[config.mk]
export PLATFORM = sky130hd
export DESIGN_NAME = filters_mac_acc
export DESIGN_NICKNAME = d
export VERILOG_FILES = /design/src/rtl/filters_pkg.sv /design/src/rtl/filters_round_sat.sv /design/src/rtl/filters_mac_acc.sv
export SDC_FILE = /design/constraint.sdc
export NUM_CORES = 1
export LEC_CHECK = 0
export BUFFER_PORTS_ARGS = -buffer_cell sky130_fd_sc_hd__buf_2
export CORE_UTILIZATION = 60
export DETAILED_ROUTE_END_ITERATION = 10
export GPL_ROUTABILITY_DRIVEN = 0
export MAX_ROUTING_LAYER = met4
export PLACE_DENSITY = 0.81
export SYNTH_ARGS = -nofsm -noshare
export SYNTH_HDL_FRONTEND = slang
export SYNTH_SLANG_ARGS = --single-unit
[constraint.sdc]
create_clock -name ap_clk -period 13.54 [get_ports ap_clk]
set_input_delay 2.031 -clock ap_clk [delete_from_list [all_inputs] [get_ports ap_clk]]
set_output_delay 2.031 -clock ap_clk [all_outputs]
set_load 0.03 [all_outputs]
[src/rtl/filters_pkg.sv]
// Shared constants and helpers for the Filters accumulate stage.
// Latency: n/a (package only).
// Backpressure: n/a (package only).
// Contents: default widths, a constant-foldable clog2, default saturation limits.
package filters_pkg;

   localparam int DEF_PROD_WIDTH = 32;
   localparam int DEF_ACC_WIDTH  = 40;
   localparam int DEF_OUT_WIDTH  = 16;
   localparam int DEF_SHIFT      = 15;
   localparam int DEF_NUM_TAPS   = 16;

   // Saturation limits for the default output width.
   localparam logic signed [DEF_OUT_WIDTH-1:0] SAT_MAX = {1'b0, {(DEF_OUT_WIDTH-1){1'b1}}};
   localparam logic signed [DEF_OUT_WIDTH-1:0] SAT_MIN = {1'b1, {(DEF_OUT_WIDTH-1){1'b0}}};

   // Number of bits needed to count 0..n-1.
   function automatic int clog2(input int n);
      int r;
      int v;
      r = 0;
      v = n - 1;
      while (v > 0) begin
         r = r + 1;
         v = v >> 1;
      end
      return r;
   endfunction

endpackage

[src/rtl/filters_round_sat.sv]
// Round half toward +inf, arithmetic shift right by SHIFT, saturate to OUT_WIDTH.
// Latency: purely combinational.
// Backpressure: none; the caller registers the result.
// Ports: sum (accumulated value) -> data (saturated sample), sat (clipping occurred).
module filters_round_sat #(
   parameter int ACC_WIDTH = filters_pkg::DEF_ACC_WIDTH,
   parameter int OUT_WIDTH = filters_pkg::DEF_OUT_WIDTH,
   parameter int SHIFT     = filters_pkg::DEF_SHIFT
) (
   input  logic [ACC_WIDTH-1:0] sum,
   output logic [OUT_WIDTH-1:0] data,
   output logic                 sat
);

   // One guard bit so adding the rounding constant can never wrap.
   localparam int EW = ACC_WIDTH + 1;

   // Half an LSB of the shifted result; (1<<SHIFT)>>1 is 0 when SHIFT==0.
   localparam logic signed [EW-1:0] RND    = (EW'(1) << SHIFT) >> 1;
   localparam logic signed [EW-1:0] SAT_HI = {{(EW-OUT_WIDTH+1){1'b0}}, {(OUT_WIDTH-1){1'b1}}};
   localparam logic signed [EW-1:0] SAT_LO = ~SAT_HI;

   logic signed [EW-1:0] ext;
   logic signed [EW-1:0] shr;

   always_comb begin
      ext  = {sum[ACC_WIDTH-1], sum} + RND;
      shr  = ext >>> SHIFT;
      data = shr[OUT_WIDTH-1:0];
      sat  = 1'b0;
      if (shr > SAT_HI) begin
         data = SAT_HI[OUT_WIDTH-1:0];
         sat  = 1'b1;
      end else if (shr < SAT_LO) begin
         data = SAT_LO[OUT_WIDTH-1:0];
         sat  = 1'b1;
      end
   end

endmodule

[src/rtl/filters_mac_acc.sv]
// Accumulates NUM_TAPS signed tap products into one rounded, saturated sample.
// Latency: out_tvalid one cycle after the final product of a sample is accepted.
// Backpressure: prod_tready = !out_tvalid | out_tready; a held output stalls products.
// Ports: prod_* product stream in, out_* sample stream out,
//        clear_sticky clears sat_sticky / len_err_sticky (a same-cycle set wins).
module filters_mac_acc
   import filters_pkg::*;
#(
   parameter int PROD_WIDTH = DEF_PROD_WIDTH,
   parameter int ACC_WIDTH  = DEF_ACC_WIDTH,
   parameter int OUT_WIDTH  = DEF_OUT_WIDTH,
   parameter int SHIFT      = DEF_SHIFT,
   parameter int NUM_TAPS   = DEF_NUM_TAPS
) (
   input  logic                  ap_clk,
   input  logic                  ap_rst_n,
   input  logic [PROD_WIDTH-1:0] prod_tdata,
   input  logic                  prod_tvalid,
   input  logic                  prod_tlast,
   output logic                  prod_tready,
   output logic [OUT_WIDTH-1:0]  out_tdata,
   output logic                  out_tvalid,
   input  logic                  out_tready,
   input  logic                  clear_sticky,
   output logic                  sat_sticky,
   output logic                  len_err_sticky
);

   // ACC_WIDTH >= PROD_WIDTH + clog2(NUM_TAPS) keeps the accumulator from overflowing.
   localparam int              CNT_W    = clog2(NUM_TAPS);
   localparam logic [CNT_W-1:0] LAST_CNT = CNT_W'(NUM_TAPS - 1);

   logic [ACC_WIDTH-1:0] acc;
   logic [CNT_W-1:0]     cnt;

   logic                 accept;
   logic                 at_last;
   logic                 final_prod;
   logic [ACC_WIDTH-1:0] p_ext;
   logic [ACC_WIDTH-1:0] sum;
   logic [OUT_WIDTH-1:0] rs_data;
   logic                 rs_sat;
   logic                 sat_set;
   logic                 len_set;

   assign prod_tready = !out_tvalid | out_tready;
   assign accept      = prod_tvalid & prod_tready;
   assign at_last     = (cnt == LAST_CNT);
   // A sample closes on tlast or on the tap count, whichever comes first.
   assign final_prod  = accept & (at_last | prod_tlast);

   assign p_ext = {{(ACC_WIDTH-PROD_WIDTH){prod_tdata[PROD_WIDTH-1]}}, prod_tdata};
   // cnt==0 restarts the sum, so stale acc contents never need clearing.
   assign sum   = (cnt == '0) ? p_ext : acc + p_ext;

   // Short sample (early tlast) or long sample (count reached without tlast).
   assign len_set = accept & (prod_tlast ^ at_last);
   assign sat_set = final_prod & rs_sat;

   filters_round_sat #(
      .ACC_WIDTH (ACC_WIDTH),
      .OUT_WIDTH (OUT_WIDTH),
      .SHIFT     (SHIFT)
   ) u_round_sat (
      .sum  (sum),
      .data (rs_data),
      .sat  (rs_sat)
   );

   always_ff @(posedge ap_clk or negedge ap_rst_n) begin
      if (!ap_rst_n) begin
         acc <= '0;
         cnt <= '0;
      end else if (accept) begin
         acc <= sum;
         cnt <= final_prod ? '0 : cnt + 1'b1;
      end
   end

   // A final product can only be accepted when the register is free or draining,
   // so loading takes priority over the clear.
   always_ff @(posedge ap_clk or negedge ap_rst_n) begin
      if (!ap_rst_n) begin
         out_tvalid <= 1'b0;
         out_tdata  <= '0;
      end else if (final_prod) begin
         out_tvalid <= 1'b1;
         out_tdata  <= rs_data;
      end else if (out_tready) begin
         out_tvalid <= 1'b0;
      end
   end

   always_ff @(posedge ap_clk or negedge ap_rst_n) begin
      if (!ap_rst_n) begin
         sat_sticky     <= 1'b0;
         len_err_sticky <= 1'b0;
      end else begin
         if (sat_set)
            sat_sticky <= 1'b1;
         else if (clear_sticky)
            sat_sticky <= 1'b0;
         if (len_set)
            len_err_sticky <= 1'b1;
         else if (clear_sticky)
            len_err_sticky <= 1'b0;
      end
   end

endmodule

== Word level (Yosys, flattened, before mapping) ==
Cells that the tools add are included.
Cells by class
  add/sub/neg operators: 3
  $lt $le $gt $ge: 2
  eq/ne operators: 1
  multiplexer cells: 11
  bitwise gates (word level): 7
  reduce and logical (&&, ||, !) cells: 5
Operators with widths (count)
  adder 40 x 16 -> 41 bit, second input constant: 1
  adder 40 bit: 1
  2-to-1 mux 40 bit: 1
  2-to-1 mux 16 bit: 2
  greater-than comparator 26 x 16 -> 1 bit, second input constant: 1
  < comparator 26 x 16 -> 1 bit, second input constant: 1
  2-to-1 mux 1 bit: 7
  nonzero test 2 bit: 3
  adder 4 x 1 -> 4 bit, second input constant: 1
  bitwise AND 1 bit: 4
  equality test 4 bit, second input constant: 1
  zero test 4 bit: 1
  2-to-1 mux 4 bit: 1
  OR 1 bit: 2
  zero test 1 bit: 1
  bitwise XOR 1 bit: 1
Storage, ports and cells
  register bits: 63
  output and inout bits: 20

== Logic depth before layout (Yosys ltp) ==
Gate-level depths: netlist of the first run.
  word-level depth: 8
  depth in mapped cells: 19
  mapped depth without buffers: 18

== Modules after synthesis ==
A second synthesis of the first run with hierarchy kept.
Second synthesis, totals
  cell total of the unflattened synthesis: 731
  area, all modules: 6024.5 um2
Modules (own cells, without submodules)
  filters_mac_acc: instances 1, cells each 613, area each 5172.5 um2, sequential area each 1576.5 um2
  filters_round_sat: instances 1, cells each 118, area each 852.1 um2, sequential area each 0.0 um2

== Worst setup path before layout of the first run ==
No wires, ideal clock.
  path kind: input to register
  start point: in prod_tdata[0]
  end point: reg out_tdata[3]
  library setup time: 83 ps
  arrival: 6034 ps
  required time: 13457 ps
  path slack: 7424 ps
  stages: 19
  path buffers: 1
  cell sequence: ha_1 > inv_1 > fa_1 > nand2b_1 > a21oi_4 > o21ai_2 > a21oi_1 > mux2i_1 > or2_2 > ha_1 > nand2_1 > a211o_1 > or4_1 > xnor2_1 > a2111o_1 > o31ai_4 > buf_6 > a22oi_1 > o21ai_0
On the way
  longest elaborated chain between the ends: 6
RTL lines
  start: declaration: line filters_mac_acc.sv:17  | input logic [PROD_WIDTH-1:0] prod_tdata,
  adder 40 bit (*): line filters_mac_acc.sv:54  | assign sum = (cnt == '0) ? p_ext : acc + p_ext;
  2-to-1 mux 40 bit (*): line filters_mac_acc.sv:54
  net sum[14]: line filters_mac_acc.sv:40  | logic [ACC_WIDTH-1:0] sum;
  adder 40 x 16 -> 41 bit (*): line filters_round_sat.sv:27  | ext = {sum[ACC_WIDTH-1], sum} + RND;
  < comparator 26 x 16 -> 1 bit: line filters_round_sat.sv:34  | end else if (shr < SAT_LO) begin
  2-to-1 mux 16 bit: line filters_round_sat.sv:34
  2-to-1 mux 16 bit (*): line filters_round_sat.sv:31  | if (shr > SAT_HI) begin
  end signal: assignment: line filters_mac_acc.sv:88  | out_tdata <= rs_data;
  end: declaration: line filters_mac_acc.sv:21  | output logic [OUT_WIDTH-1:0] out_tdata,
The timed path passes the listed nets; every way through them passes the cells marked *.
A chain may end at the register's enable or synchronous reset.

== Worst setup path in the final report of the first run ==
  start point: in prod_tdata[7]
  end point: reg sat_sticky
On the way
  longest elaborated chain between the ends: 8
RTL lines
  adder 40 bit: line filters_mac_acc.sv:54
  2-to-1 mux 40 bit (*): line filters_mac_acc.sv:54
  adder 40 x 16 -> 41 bit (*): line filters_round_sat.sv:27
  < comparator 26 x 16 -> 1 bit: line filters_round_sat.sv:34
  2-to-1 mux 1 bit: line filters_round_sat.sv:34
  2-to-1 mux 1 bit (*): line filters_round_sat.sv:31
  bitwise AND 1 bit (*): line filters_mac_acc.sv:58  | assign sat_set = final_prod & rs_sat;
  2-to-1 mux 1 bit / nonzero test 2 bit (equally long branches)
  end signal: assignment: line filters_mac_acc.sv:96  | sat_sticky <= 1'b0;
  end signal: assignment: line filters_mac_acc.sv:100  | sat_sticky <= 1'b1;
  end signal: assignment: line filters_mac_acc.sv:102  | sat_sticky <= 1'b0;
  end: declaration: line filters_mac_acc.sv:25  | output logic sat_sticky,
Every way passes the cells marked *; elsewhere a longest branch is shown, timed or not.

==> summary.md, run 1 <==
| Metric | Value |
|---|---|
| Outcome | `complete, no violations` |
| Worst slew margin relative to its limit | `27.9%` |
| Clk root buf | `clkbuf_8` |
| # IOs | `58` |
| Synth cell count leaders | `nand2_1, nor2_1, o21ai_0` |
| Post-DRT Antenna Nets | `0` |
| Die area | `11300 um2` |
| CP Max Fanout | `16` |
| PD cells | `270 nW/um2` |
| Share of the synthesized area in the top cell type | `24.1%` |
| Gr usage total | `35.7%` |
| Pin count of the biggest net entering global routing | `64` |
| Syn-to-layout area delta | `7.73%` |
| Global route overflow | `0` |
| Type of the worst min-delay path | `flip-flop to flip-flop` |
| Final Max Slew Viols | `0` |
| Worst slack, placed | `6.65 ns` |
| Mux contribution to synthesized area | `1.11%` |
| Crit start category | `primary input` |
| Ranking of synthesized cells by area | `dfrtp_1, ha_1, nand2_1, o21ai_0, nor2_1` |
| Fin nets | `974` |
| Dpl hpwl | `14400 um` |
| Worst Setup End Kind | `flip-flop` |
| WL final | `19500 um` |
| Post-synth EDFFs | `0` |
| Number of global-route vias before repair | `6688` |
| Hold_buf cts | `0` |
| Top-count cell post-synth | `nand2_1` |
| # resized after CTS | `0` |
| Max Cap Viol | `0` |
| Clock latency on the worst-skew pair | `0.37 ns` |
| Synth area leader | `dfrtp_1` |
| FF+latch count, synth | `63` |
| CP cell instances | `buf_2, ha_1, nand2_1, nor2_1, o21ai_0, a2111oi_2, or3_1, nand4_1, a211o_1, or4_1, xnor2_1, a2111o_1, o31ai_4, a2bb2oi_1, o21ai_0` |
| Starting Density | `62.7%` |
| DRC viols | `0` |
| Cell Rows | `37` |
| Clk buf depth | `2` |
| Final period utilization | `49.0%` |
| Syn Std Cell Area | `6560 um2` |
| Via-per-instance ratio | `6.81` |
| Sequential share of the synthesized area | `24.1%` |
| RSZ-0062 raised after global routing | `no` |
| Ratio of cells with drive above 1 in the final layout | `13.5%` |
| Pleak | `2.97 nW` |
| Min Tclk post-route | `6.63 ns` |
| Vias | `7038` |
| Count of warnings emitted by yosys | `0` |
| Adder-cell share of the synthesized area | `8.51%` |
| Critical path's most frequent cell | `o21ai_0` |
| Cell family with most CP delay | `compound AO/OA/AOI/OAI gates` |
| Final clock skew | `0.0139 ns` |
| Wire length per cell | `18.9 um` |
| Stage delay of the slowest cell on the critical path | `0.65 ns` |
| Diode count | `0` |
| Peak Freq | `151 MHz` |
| Port Buffers | `57` |
| Core outline area | `10500 um2` |
| Die Height | `107 um` |
| WP data required | `13.78 ns` |
| Net Count, Synth | `948` |
| Worst Tran Pin Value | `1.08 ns` |
| CP max-delay cell | `o31ai_4` |
| Htree depth | `3` |
| Endpoints failing setup | `0` |
| Netlist cell types | `90` |
| Crit path DAT | `6.87 ns` |
| Total CTS buffers | `9` |
| Die Span X | `107 um` |
| Mean Syn Cell Area | `7.57 um2` |
| Setup_tns | `0 ns` |
| DR pass1 iterations | `7` |
| # clock sinks | `63` |
| Reg clk slew, reported paths | `0.09 ns` |
| Synth Area in XOR/XNOR | `4.79%` |
| Synth Instances | `866` |
| DRT iter0 DRCs | `794` |
| Top_reg_cell synth | `dfrtp_1` |
| Initial antenna violation count | `0` |
| Largest family of logic cells by synthesized area | `compound AO/OA/AOI/OAI gates` |
| Final setup margin | `6.91 ns` |
| Crit path kind | `primary input to flip-flop` |
| Endpoints failing hold | `0` |
| Post-synthesis simple-gate area fraction | `25.8%` |
| Synth Area in Compound Gates | `31.8%` |
| Critical path buffers and inverters | `1` |
| First-pass GRT wire length | `31500 um` |
| Setup bufs post-CTS | `0` |
| Async SR Flop Fraction | `100%` |
| CTS tree | `built` |
| Peak ir drop on the vdd network | `0.000166 V` |
==> registers in the layout (all words and copies together) (netlist names) <==
signal and flops:
acc 40, cnt 4, len_err_sticky 1, out_tdata 16, out_tvalid 1, sat_sticky 1
==> report_power, final <==
part | internal, W | switching [W]
sequential | 0.000275 | 0.0000522
clock | 0.000106 | 0.0000932
combinational | 0.000479 | 0.000904
total | 0.000860 | 0.00105
==> cell type report <==
| class | instances | area [um2] |
|---|---|---|
| clock buffer | 9 | 124 |
| clock inverter | 7 | 104 |
| fill | 884 | 3400 |
| inverter | 14 | 52.6 |
| multi-input combinational | 744 | 4730 |
| sequential | 63 | 1580 |
| tap | 136 | 170 |
| timing repair buffer | 60 | 308 |
==> logic make-up after synthesis <==
| kind of cell | after synthesis |
|---|---|
| simple gates | 352 |
| compound gates | 306 |
| flops | 63 |
| buf+inv | 59 |
| fa+ha+maj | 44 |
| xor+xnor | 35 |
| mux | 7 |
==> stage by stage <==
stage	cell area, um2	hold WS (ns)	utilization, %	std cells	power (W)
after global routing	7060	0.508	67.5	1033	0.00204
after CTS	7060	0.492	67.5	1033	0.00187
after detailed placement	6830	0.466	65.3	1017	0.00167
after global placement	6830	0.457	65.3	1017	0.00162
final	7060	0.490	67.5	1033	0.00191
after floorplan	6560	0.450	-	866	0.00137
==> cells in the final DEF (no fill, tap or decap), drive strengths merged, types with 4 or more instances in the layout <==
cell,instances
a2111oi,5
a211o,5
a211oi,17
a21boi,4
a21o,21
a21oi,62
a221oi,4
a22oi,14
a31oi,20
and2,14
and3,10
buf,60
clkbuf,9
dfrtp,63
ha,43
inv,16
mux2i,5
nand2,125
nand2b,12
nand3,19
nand4,19
nor2,93
nor2b,5
nor3,23
nor4,7
o211ai,15
o21a,6
o21ai,99
o31ai,4
or3,4
xnor2,19
xor2,16
==> worst min-delay path, delay by kind of cell, from the launching register on <==
kind | cells | cell delay (ns)
flops | 1 | 0.35
compound gates | 1 | 0.06
simple gates | 1 | 0.05
==> per-layer routing <==
metal	global-route usage [%]	vias up	part of all wire [%]
met4	17.2	0	4.3
li1	-	3269	-
met1	43.5	3283	42
met5	-	-	0
met3	4.84	87	7.9
met2	58.3	399	46
==> path summary, 6_finish.rpt <==
path | start | end | slack (ns) | depth (start not counted)
setup / recovery | prod_tdata[7] | sat_sticky$_DFFE_PN0P_ | 6.91 | 15
hold / removal | acc[12]$_DFFE_PN0P_ | acc[12]$_DFFE_PN0P_ | 0.49 | 2
setup reg to reg | acc[7]$_DFFE_PN0P_ | sat_sticky$_DFFE_PN0P_ | 8.28 | 14
hold reg to reg | acc[12]$_DFFE_PN0P_ | acc[12]$_DFFE_PN0P_ | 0.49 | 2
max in group asynchronous | ap_rst_n | acc[11]$_DFFE_PN0P_ | 11.12 | 2
min in group asynchronous | ap_rst_n | acc[5]$_DFFE_PN0P_ | 1.82 | 2
(Power assumes the default switching activity.)
==> run 2, diff against run 1 <==
CORE_UTILIZATION = 56   (was 60)
PLACE_DENSITY = 0.8   (was 0.81)
clock period = 6.1 ns   (was 13.54 ns; I/O delays follow)
==> summary.md, run 2 (synthesized netlist as in run 1, its figures left out) <==
| Metric | Value |
|---|---|
| Largest registers | `acc x40, out_tdata x16, cnt x4 (unchanged)` |
| Clk buf depth | `2 (unchanged)` |
| Number of global-route vias before repair | `6117 (was 6688)` |
| DRT iter0 DRCs | `592 (was 794)` |
| Endpoints failing hold | `0 (unchanged)` |
| Cell Rows | `39 (was 37)` |
| Post-DRT Antenna Nets | `0 (unchanged)` |
| Htree depth | `3 (unchanged)` |
| Min Tclk post-route | `5.31 ns` |
| Clk root buf | `clkbuf_16 (was clkbuf_8)` |
| Gr usage total | `32.1% (was 35.7%)` |
| Final period utilization | `87.0%` |
| Type of the worst min-delay path | `flip-flop to flip-flop (unchanged)` |
| Crit start category | `primary input (unchanged)` |
| Fin nets | `978 (was 974)` |
| Endpoints failing setup | `0 (unchanged)` |
| Peak ir drop on the vdd network | `0.000404 V (was 0.000166 V)` |
| WP data required | `6.31 ns (was 13.78 ns)` |
| Hold_buf cts | `0 (unchanged)` |
| CP cell instances | `buf_2, ha_1, inv_1, fa_1, nand2b_1, a21oi_4, o21ai_2, a21oi_1, mux2i_1, or2_2, ha_1, nand2_1, a211o_1, or4_1, xnor2_1, a2111o_1, o31ai_4, buf_4, a2bb2oi_1, o21ai_0 (was buf_2, ha_1, nand2_1, nor2_1, o21ai_0, a2111oi_2, or3_1, nand4_1, a211o_1, or4_1, xnor2_1, a2111o_1, o31ai_4, a2bb2oi_1, o21ai_0)` |
| Worst R2R Start | `acc[0]$_DFFE_PN0P_ (was acc[7]$_DFFE_PN0P_)` |
| Outcome | `complete, no violations (unchanged)` |
| DR pass1 iterations | `5 (was 7)` |
| Initial antenna violation count | `0 (unchanged)` |
| Max Cap Viol | `0 (unchanged)` |
| Final Max Slew Viols | `0 (unchanged)` |
| Setup bufs post-CTS | `0 (unchanged)` |
| Reg clk slew, reported paths | `0.05 ns (was 0.09 ns)` |
| DRC viols | `0 (unchanged)` |
| Stage delay of the slowest cell on the critical path | `0.58 ns (was 0.65 ns)` |
| Pleak | `3.03 nW (was 2.97 nW)` |
| RSZ-0062 raised after global routing | `no (unchanged)` |
| CP Max Fanout | `16 (unchanged)` |
| Max reg flops | `40 (unchanged)` |
| CP Depth | `20 (was 15)` |
| Setup_tns | `0 ns (unchanged)` |
| Ratio of cells with drive above 1 in the final layout | `13.8% (was 13.5%)` |
| Wire length per cell | `17.6 um (was 18.9 um)` |
| Core outline area | `11400 um2 (was 10500 um2)` |
| Most frequent cells in the layout | `nand2_1, nor2_1, o21ai_0 (unchanged)` |
| Worst Setup End Kind | `flip-flop (unchanged)` |
| Most common cell after layout, fill and taps aside | `nand2_1 (unchanged)` |
| Crit path kind | `primary input to flip-flop (unchanged)` |
| CTS tree | `built (unchanged)` |
| Pin count of the biggest net entering global routing | `64 (unchanged)` |
| Critical path's most frequent cell | `ha_1 (was o21ai_0)` |
| Worst Reg2Reg Path Length in Cells | `19 (was 14)` |
| Worst Tran Pin Value | `1.08 ns (about the same)` |
| Starting Density | `57.4% (was 62.7%)` |
| Design area | `7190 um2 (was 7060 um2)` |
| Worst Setup SP | `prod_tdata[0] (was prod_tdata[7])` |
| Via-per-instance ratio | `6.49 (was 6.81)` |
| CP max-delay cell | `or4_1 (was o31ai_4)` |
| Dpl hpwl | `13800 um (was 14400 um)` |
| Die Height | `110 um (was 107 um)` |
| Peak Freq | `188 MHz` |
| Final clock skew | `0.00938 ns (was 0.0139 ns)` |
| # resized after CTS | `0 (unchanged)` |
| Global route overflow | `0 (unchanged)` |
| Die Span X | `110 um (was 107 um)` |
| Total CTS buffers | `9 (unchanged)` |
| Post-DP Area | `6870 um2 (was 6830 um2)` |
| Crit path DAT | `5.51 ns (was 6.87 ns)` |
| Syn-to-layout area delta | `9.73% (was 7.73%)` |
| Port Buffers | `57 (unchanged)` |
| Reg2Reg Setup Slack | `1.10 ns (was 8.28 ns)` |
| Die area | `12100 um2 (was 11300 um2)` |
| Vias | `6773 (was 7038)` |
| Worst slew margin relative to its limit | `27.7% (was 27.9%)` |
| PD cells | `602 nW/um2 (was 270 nW/um2)` |
| Critical path buffers and inverters | `3 (was 1)` |
| Fill cell count | `1017 (was 884)` |
| Hold WS | `0.475 ns (was 0.490 ns)` |
| # clock sinks | `63 (unchanged)` |
| WL final | `18300 um (was 19500 um)` |
| Diode count | `0 (unchanged)` |
| Largest Register | `acc (unchanged)` |
| Clock latency on the worst-skew pair | `0.35 ns (was 0.37 ns)` |
| # IOs | `58 (unchanged)` |
| RR Endpoint | `sat_sticky$_DFFE_PN0P_ (unchanged)` |
| First-pass GRT wire length | `29100 um (was 31500 um)` |
| Cell family with most CP delay | `compound AO/OA/AOI/OAI gates (unchanged)` |
| Worst setup path endpoint | `sat_sticky$_DFFE_PN0P_ (unchanged)` |
## run 2: metal layers
metal	vias to the layer above	routed length, um	global-route usage [%]
li1	3286	-	-
met1	3140	7960	38.4
met2	290	8430	52.2
met3	57	1310	7.88
met4	0	643	12.3
met5	-	0	-
## run 2: area by class of cell
type                       count  area (um2)  area share (%)
clock inverter                 5        81.3            1.13
tap                          143         179            2.49
clock buffer                  10         239            3.32
sequential                    63        1580            21.9
multi-input combinational    744        4730            65.7
timing repair buffer          64         338            4.70
inverter                      14        52.6           0.731
## run 2: how the worst min path moves through the flow
stage | end | cells past startpoint | start | slack [ns]
2_1_floorplan | acc[16]$_DFFE_PN0P_ | 2 | acc[16]$_DFFE_PN0P_ | 0.45
3_3_place_gp | out_tdata[15]$_DFFE_PN0P_ | 2 | out_tdata[15]$_DFFE_PN0P_ | 0.46
4_1_cts | out_tdata[15]$_DFFE_PN0P_ | 2 | out_tdata[15]$_DFFE_PN0P_ | 0.48
3_5_place_dp | out_tdata[15]$_DFFE_PN0P_ | 2 | out_tdata[15]$_DFFE_PN0P_ | 0.47
6_report | out_tdata[15]$_DFFE_PN0P_ | 2 | out_tdata[15]$_DFFE_PN0P_ | 0.48
5_1_grt | acc[32]$_DFFE_PN0P_ | 2 | acc[32]$_DFFE_PN0P_ | 0.50
## run 2: metrics by stage
step	worst slack [ns]	total power (W)	utilization, %	instances
6_report	0.793	0.00433	63.0	1043
5_1_grt	0.591	0.00468	63.0	1043
4_1_cts	0.855	0.00429	63.0	1043
3_5_place_dp	0.519	0.00369	60.2	1028
3_3_place_gp	0.622	0.00365	60.2	1028
2_1_floorplan	1.10	0.00303	-	866
## run 2: report_power, final
| group | switching [W] | internal, W |
|---|---|---|
| Combinational | 0.00195 | 0.00108 |
| Sequential | 0.000116 | 0.000611 |
| Clock | 0.000208 | 0.000367 |
| Total | 0.00227 | 0.00206 |
## run 2: worst register-to-register path: cells and delay by family, from the launching register on
kind	cells	cell delay, ns
DFF	1	0.35
AOI/OAI and AO/OA	8	1.95
buffers and inverters	2	0.32
muxes	1	0.27
and+or+nand+nor	4	1.04
xor gates and xnor gates	1	0.16
adders and majority gates	3	0.78
